**config.mk**
```make
export PLATFORM = sky130hd
export DESIGN_NAME = wb_src_sel_pipe
export DESIGN_NICKNAME = d
export VERILOG_FILES = /design/src/rtl/wb_src_sel_pipe.sv
export SDC_FILE = /design/constraint.sdc
export NUM_CORES = 1
export LEC_CHECK = 0
export ABC_CLOCK_PERIOD_IN_PS = 1900
export BUFFER_PORTS_ARGS = -buffer_cell sky130_fd_sc_hd__buf_2
export CAP_MARGIN = 20
export CORE_MARGIN = 5
export CORE_UTILIZATION = 28
export DETAILED_ROUTE_END_ITERATION = 7
export PLACE_DENSITY = 0.62
export SKIP_CTS_REPAIR_TIMING = 1
export SLEW_MARGIN = 40
export SYNTH_ARGS = -nofsm -noshare
export SYNTH_HDL_FRONTEND = slang
export SYNTH_SLANG_ARGS = --single-unit
```
**constraint.sdc**
```tcl
create_clock -name clk -period 1.9 [get_ports clk]
set_input_delay 0.19 -clock clk [delete_from_list [all_inputs] [get_ports clk]]
set_output_delay 0.19 -clock clk [all_outputs]
set_load 0.02 [all_outputs]
```
**src/rtl/wb_src_sel_pipe.sv**
```systemverilog
// Writeback source-select stage: picks one of NUM_SRC result buses, applies load
// extraction and registers rd/we/data. Define WB_MISALIGN_MERGE_EN for two-beat merge.
module wb_src_sel_pipe #(
  parameter int DATA_W  = 32,
  parameter int NUM_SRC = 4,
  parameter int SEL_W   = $clog2(NUM_SRC)
) (
  input  logic                        clk,
  input  logic                        rst_n,
  input  logic                        in_valid,
  input  logic                        stall,
  input  logic                        flush,
  input  logic [NUM_SRC*DATA_W-1:0]   src_data,
  input  logic [SEL_W-1:0]            src_sel,
  input  logic                        is_load,
  input  logic [1:0]                  ld_size,
  input  logic                        ld_unsigned,
  input  logic [$clog2(DATA_W/8)-1:0] ld_off,
  input  logic [4:0]                  rd_addr,
  input  logic                        rd_we,
  output logic                        hi_req,
  output logic                        wb_valid,
  output logic [DATA_W-1:0]           wb_data,
  output logic [4:0]                  wb_rd,
  output logic                        wb_we,
  output logic                        wb_misalign
);
  localparam int NB = DATA_W / 8;

  // Handshake: a beat is consumed on a rising edge with in_valid=1, stall=0,
  // flush=0; flush overrides stall, stall overrides in_valid.

  function automatic logic [DATA_W-1:0] pick_src(
    input logic [NUM_SRC*DATA_W-1:0] srcs,
    input logic [SEL_W-1:0]          sel
  );
    logic [DATA_W-1:0] r;
    r = '0;
    for (int k = 0; k < NUM_SRC; k++) begin
      if (int'(sel) == k) r = srcs[k*DATA_W +: DATA_W];
    end
    return r;
  endfunction

  // A dword request on a 32-bit datapath degrades to a word access.
  function automatic logic [1:0] eff_size(input logic [1:0] sz);
    return (DATA_W == 32 && sz == 2'd3) ? 2'd2 : sz;
  endfunction

  function automatic logic [DATA_W-1:0] extend(
    input logic [DATA_W-1:0] x,
    input logic [1:0]        sz,
    input logic              uns
  );
    logic [DATA_W-1:0] r;
    int                nbits;
    logic              fill;
    case (sz)
      2'd0: begin nbits = 8;  fill = x[7];  end
      2'd1: begin nbits = 16; fill = x[15]; end
      2'd2: begin nbits = 32; fill = x[31]; end
      default: begin nbits = DATA_W; fill = x[DATA_W-1]; end
    endcase
    fill = fill & ~uns;
    r = x;
    for (int b = 0; b < DATA_W; b++) begin
      if (b >= nbits) r[b] = fill;
    end
    return r;
  endfunction

  logic [DATA_W-1:0] sel_data;
  logic [1:0]        size_eff;
  logic              ld_misal;
  logic [DATA_W-1:0] result;

  always_comb begin
    sel_data = pick_src(src_data, src_sel);
    size_eff = eff_size(ld_size);
    ld_misal = is_load && ((int'(ld_off) + (1 << size_eff)) > NB);
    result   = is_load ? extend(sel_data >> {ld_off, 3'b000}, size_eff, ld_unsigned)
                       : sel_data;
  end

`ifdef WB_MISALIGN_MERGE_EN
  localparam int OFF_W = $clog2(NB);

  typedef enum logic {IDLE = 1'b0, HI_WAIT = 1'b1} state_t;

  state_t            state_q;
  logic [DATA_W-1:0] lo_q;
  logic [4:0]        rd_q;
  logic              we_q;
  logic [1:0]        size_q;
  logic              uns_q;
  logic [OFF_W-1:0]  off_q;
  logic [SEL_W-1:0]  sel_q;
  logic [DATA_W-1:0] hi_data;
  logic [DATA_W-1:0] merged;

  // The high beat always comes from the source latched with the low beat.
  always_comb begin
    hi_data = pick_src(src_data, sel_q);
    merged  = extend(DATA_W'({hi_data, lo_q} >> {off_q, 3'b000}), size_q, uns_q);
  end

  assign hi_req = (state_q == HI_WAIT);

  always_ff @(posedge clk or negedge rst_n) begin
    if (!rst_n) begin
      wb_valid    <= 1'b0;
      wb_data     <= '0;
      wb_rd       <= '0;
      wb_we       <= 1'b0;
      wb_misalign <= 1'b0;
      state_q     <= IDLE;
      lo_q        <= '0;
      rd_q        <= '0;
      we_q        <= 1'b0;
      size_q      <= '0;
      uns_q       <= 1'b0;
      off_q       <= '0;
      sel_q       <= '0;
    end else if (flush) begin
      wb_valid    <= 1'b0;
      wb_we       <= 1'b0;
      wb_misalign <= 1'b0;
      state_q     <= IDLE;
    end else if (!stall) begin
      wb_misalign <= 1'b0;
      if (!in_valid) begin
        wb_valid <= 1'b0;
        wb_we    <= 1'b0;
      end else if (state_q == HI_WAIT) begin
        wb_valid <= 1'b1;
        wb_data  <= merged;
        wb_rd    <= rd_q;
        wb_we    <= we_q;
        state_q  <= IDLE;
      end else if (ld_misal) begin
        wb_valid <= 1'b0;
        wb_we    <= 1'b0;
        lo_q     <= sel_data;
        rd_q     <= rd_addr;
        we_q     <= rd_we;
        size_q   <= size_eff;
        uns_q    <= ld_unsigned;
        off_q    <= ld_off;
        sel_q    <= src_sel;
        state_q  <= HI_WAIT;
      end else begin
        wb_valid <= 1'b1;
        wb_data  <= result;
        wb_rd    <= rd_addr;
        wb_we    <= rd_we;
      end
    end
  end
`else
  assign hi_req = 1'b0;

  // Without merge hardware a word-crossing load becomes a one-cycle exception.
  always_ff @(posedge clk or negedge rst_n) begin
    if (!rst_n) begin
      wb_valid    <= 1'b0;
      wb_data     <= '0;
      wb_rd       <= '0;
      wb_we       <= 1'b0;
      wb_misalign <= 1'b0;
    end else if (flush) begin
      wb_valid    <= 1'b0;
      wb_we       <= 1'b0;
      wb_misalign <= 1'b0;
    end else if (!stall) begin
      if (!in_valid) begin
        wb_valid    <= 1'b0;
        wb_we       <= 1'b0;
        wb_misalign <= 1'b0;
      end else begin
        wb_valid    <= 1'b1;
        wb_rd       <= rd_addr;
        wb_we       <= rd_we & ~ld_misal;
        wb_misalign <= ld_misal;
        wb_data     <= ld_misal ? '0 : result;
      end
    end
  end
`endif

endmodule

```
==> results.toml <==
[clock_network]
worstSkewPairLatency_ns = 0.28
clock-root-buffer = "sky130_fd_sc_hd__clkbuf_16"
cts_max_level = 2
number_of_cts_inserted_buffers = 5
clock_tree_from_tritoncts = "yes"
clock_transition_at_the_register_clock_pins_on_the_worst_setup_and_hold_paths_after_cts_ns = 0.06
clock_tree.buffer_depth = 2
clock_sink_count = 40

[synthesis]
synth_seq_cells = 40
synthFlopType = "sky130_fd_sc_hd__dfrtp_1"
synth_async_sr_flop_share = 1.00
syn-mean-instance-area_um2 = 10.5
synth_cell_types = 48
netlist_area_um2 = 3310
yosys_warnings = 0
synthesis.instances = 315
proportion_of_synthesized_chip_area_in_sequential_cells = 0.302
synthesis.nets = 465
synth_edf_count = 0

[setup_path]
worstPathMaxFanout = 8
start_kind = "input port"
path_delay_family = "compound AO/OA/AOI/OAI gates"
critical_path.cell_chain = "buf_8 -> nor2_4 -> ha_4 -> inv_2 -> fa_1 -> nor2b_4 -> o211ai_4 -> a2111oi_2 -> or2_1 -> buf_12 -> a221o_1"
critical_path_arrival_ns = 2.25
timing.critical_path.slowest_cell_delay_ns = 0.43
critical_path.reg2reg.startpoint = "wb_data[30]$_DFFE_PN0P_"
path_class = "in -> reg"
worst_path_buf_inv = 3
worstSetupStartpoint = "ld_size[0]"
r2r-end = "wb_data[30]$_DFFE_PN0P_"
critical_path_cell_count = 11
rrSetupSlack_ns = 1.07
critical_path.slowest_cell = "sky130_fd_sc_hd__fa_1"
endpoint_required_time_on_the_critical_path_ns = 2.07
worst_setup_path_end_kind = "flop"
r2r.worst_path.cells = 1
critPathCapture = "wb_data[27]$_DFFE_PN0P_"

[routing]
antenna_viol_nets_final = 0
number_of_detailed_route_iterations_in_the_first_pass = 4
wl_per_cell_um = 19.2
post-route-drc-count = 0
wl_um = 13200
drt-vias-per-instance = 5.33
routed-via-count = 3684
detail_route.iter0.violations = 199

[timing]
period_needed_ns = 2.08
timing.fmax_mhz = 481
maxSlewHeadroom = 0.615
final-setup-viol-count = 26
final_hold_viol_count = 0
final_critical_path_setup_slack_ns = -0.179
worst_pin_slew_ns = 0.577
finalCritPeriodShare = 1.09
timing_max_transition_violations_final = 0
rsz0062_at_grt = "true"
finalClockSkew_ns = 0
hold-worst-slack_ns = 0.0932

[place]
placement.io_buffers = 186
dpl.hpwl_um = 10900
numPlacedInstances = 673
place_area_um2 = 4800
gp_congestion = 0.871

[pwr]
vdd_drop_max_mv = 0.295
cellLeakagePower_nw = 2.44
power.density_nw_per_um2 = 663

[final_layout]
antenna_cells = 0
layout.cells.most_common_list = "sky130_fd_sc_hd__buf_2, sky130_fd_sc_hd__buf_4, sky130_fd_sc_hd__nand2_1, sky130_fd_sc_hd__dfrtp_1, sky130_fd_sc_hd__mux4_2"
postLayoutCellArea_um2 = 5160
finish.cell_count_without_fillers = 691
post-route-util = 0.449
layout-drive-gt1-share = 0.600
mostFrequentLayoutCell = "sky130_fd_sc_hd__buf_2"
nNetsFinal = 697
synthToLayoutAreaGrowth_pct = 55.8

[global_route]
antenna_found_initial = 0
grt_pass1_vias = 3873
grt_pass1_wl_um = 20800
globalRouteTotalUtil = 0.183
grt.overflow.total = 0
grt_max_degree = 37

[die]
rows = 39
fp.dieW_um = 119
die_h_um = 119
io_pins = 188
core_um2 = 11500
die_area_um2 = 14100
start_util = 0.288

[job]
cap_viol_max_count = 0

[run_status]
outcome = "complete, but fails checks"
violations = "setup timing"

[hold_path]
hold_path_class = "in -> reg"
[tightest hold or removal path, cell delays in order]
cell and delay [ns]:
sky130_fd_sc_hd__buf_2 0.07, sky130_fd_sc_hd__nand2_1 0.04, sky130_fd_sc_hd__nand2_1 0.04
[Yosys cell counts (5+ instances only)]
library cell               instances  share of area
sky130_fd_sc_hd__mux2i_1           5          0.015
sky130_fd_sc_hd__o221ai_1          7          0.018
sky130_fd_sc_hd__o21ai_1          13          0.020
sky130_fd_sc_hd__a221o_1           8          0.024
sky130_fd_sc_hd__nand2_1          46          0.052
sky130_fd_sc_hd__mux2_2           19          0.065
sky130_fd_sc_hd__o211ai_1         13          0.029
sky130_fd_sc_hd__clkbuf_1         14          0.016
sky130_fd_sc_hd__dfrtp_1          40           0.30
sky130_fd_sc_hd__mux4_2           32           0.22
sky130_fd_sc_hd__o22ai_1           9          0.017
sky130_fd_sc_hd__a22oi_1          17          0.039
sky130_fd_sc_hd__o21ai_0          11          0.017
sky130_fd_sc_hd__inv_1             7         0.0079
sky130_fd_sc_hd__nand3_1          10          0.015
[where the power goes]
part	leakage (nW)	switching, W	internal, W	total, W
Sequential	0.514	0.0000859	0.00100	0.00109
Combinational	1.84	0.000742	0.000643	0.00138
Clock	0.0808	0.000331	0.000618	0.000948
Total	2.44	0.00116	0.00227	0.00342
[sequential cells by signal (all words and copies together), names as in the netlist]
signal and count:
wb_valid 1, wb_we 1, wb_misalign 1, wb_rd 5, wb_data 32
[per-stage QoR]
step | worst slack [ns] | TNS, ns | power [W]
after floorplan | -0.464 | -10.09 | 0.00184
final | -0.179 | -3.20 | 0.00342
after global placement | -0.517 | -14.29 | 0.00241
after global routing | -0.231 | -5.25 | 0.00362
after detailed placement | -0.601 | -16.11 | 0.00244
after CTS | -0.295 | -6.17 | 0.00340
[kinds of logic after synthesis]
| group | share of synthesized area |
|---|---|
| mux | 0.300 |
| flops | 0.302 |
| other cells | 0.00113 |
| fa+ha+maj | 0.0136 |
| simple gates | 0.116 |
| compound gates | 0.216 |
| buf+inv | 0.0510 |
[cell type report]
| cell class | count | area (µm²) |
|---|---|---|
| Fill cell | 1138 | 6350 |
| Multi-Input combinational cell | 241 | 2250 |
| Inverter | 7 | 26.3 |
| Tap cell | 143 | 179 |
| Clock buffer | 6 | 129 |
| Timing Repair Buffer | 252 | 1540 |
| Sequential cell | 40 | 1000 |
| Clock inverter | 2 | 35.0 |
[worst min path at each step]
stage | from | endpoint | slack (ns) | depth (start not counted)
after global routing | rd_addr[0] | wb_rd[0]$_DFFE_PN0P_ | 0.09 | 3
after global placement | rst_n | wb_data[17]$_DFFE_PN0P_ | 0.21 | 1
after floorplan | rst_n | wb_data[0]$_DFFE_PN0P_ | -0.11 | 0
final | rd_addr[0] | wb_rd[0]$_DFFE_PN0P_ | 0.09 | 3
after detailed placement | rst_n | wb_data[18]$_DFFE_PN0P_ | 0.21 | 1
after CTS | rst_n | wb_data[24]$_DFFE_PN0P_ | -0.09 | 1
[routing by layer]
layer	share of wire	wire (µm)	vias to the layer above	global-route usage
met5	0	0	-	0
met4	0.031	404	0	0.0710
met3	0.056	738	29	0.0320
met2	0.53	6970	131	0.311
met1	0.39	5130	1793	0.232
li1	-	-	1731	-
(Power assumes the default switching activity.)
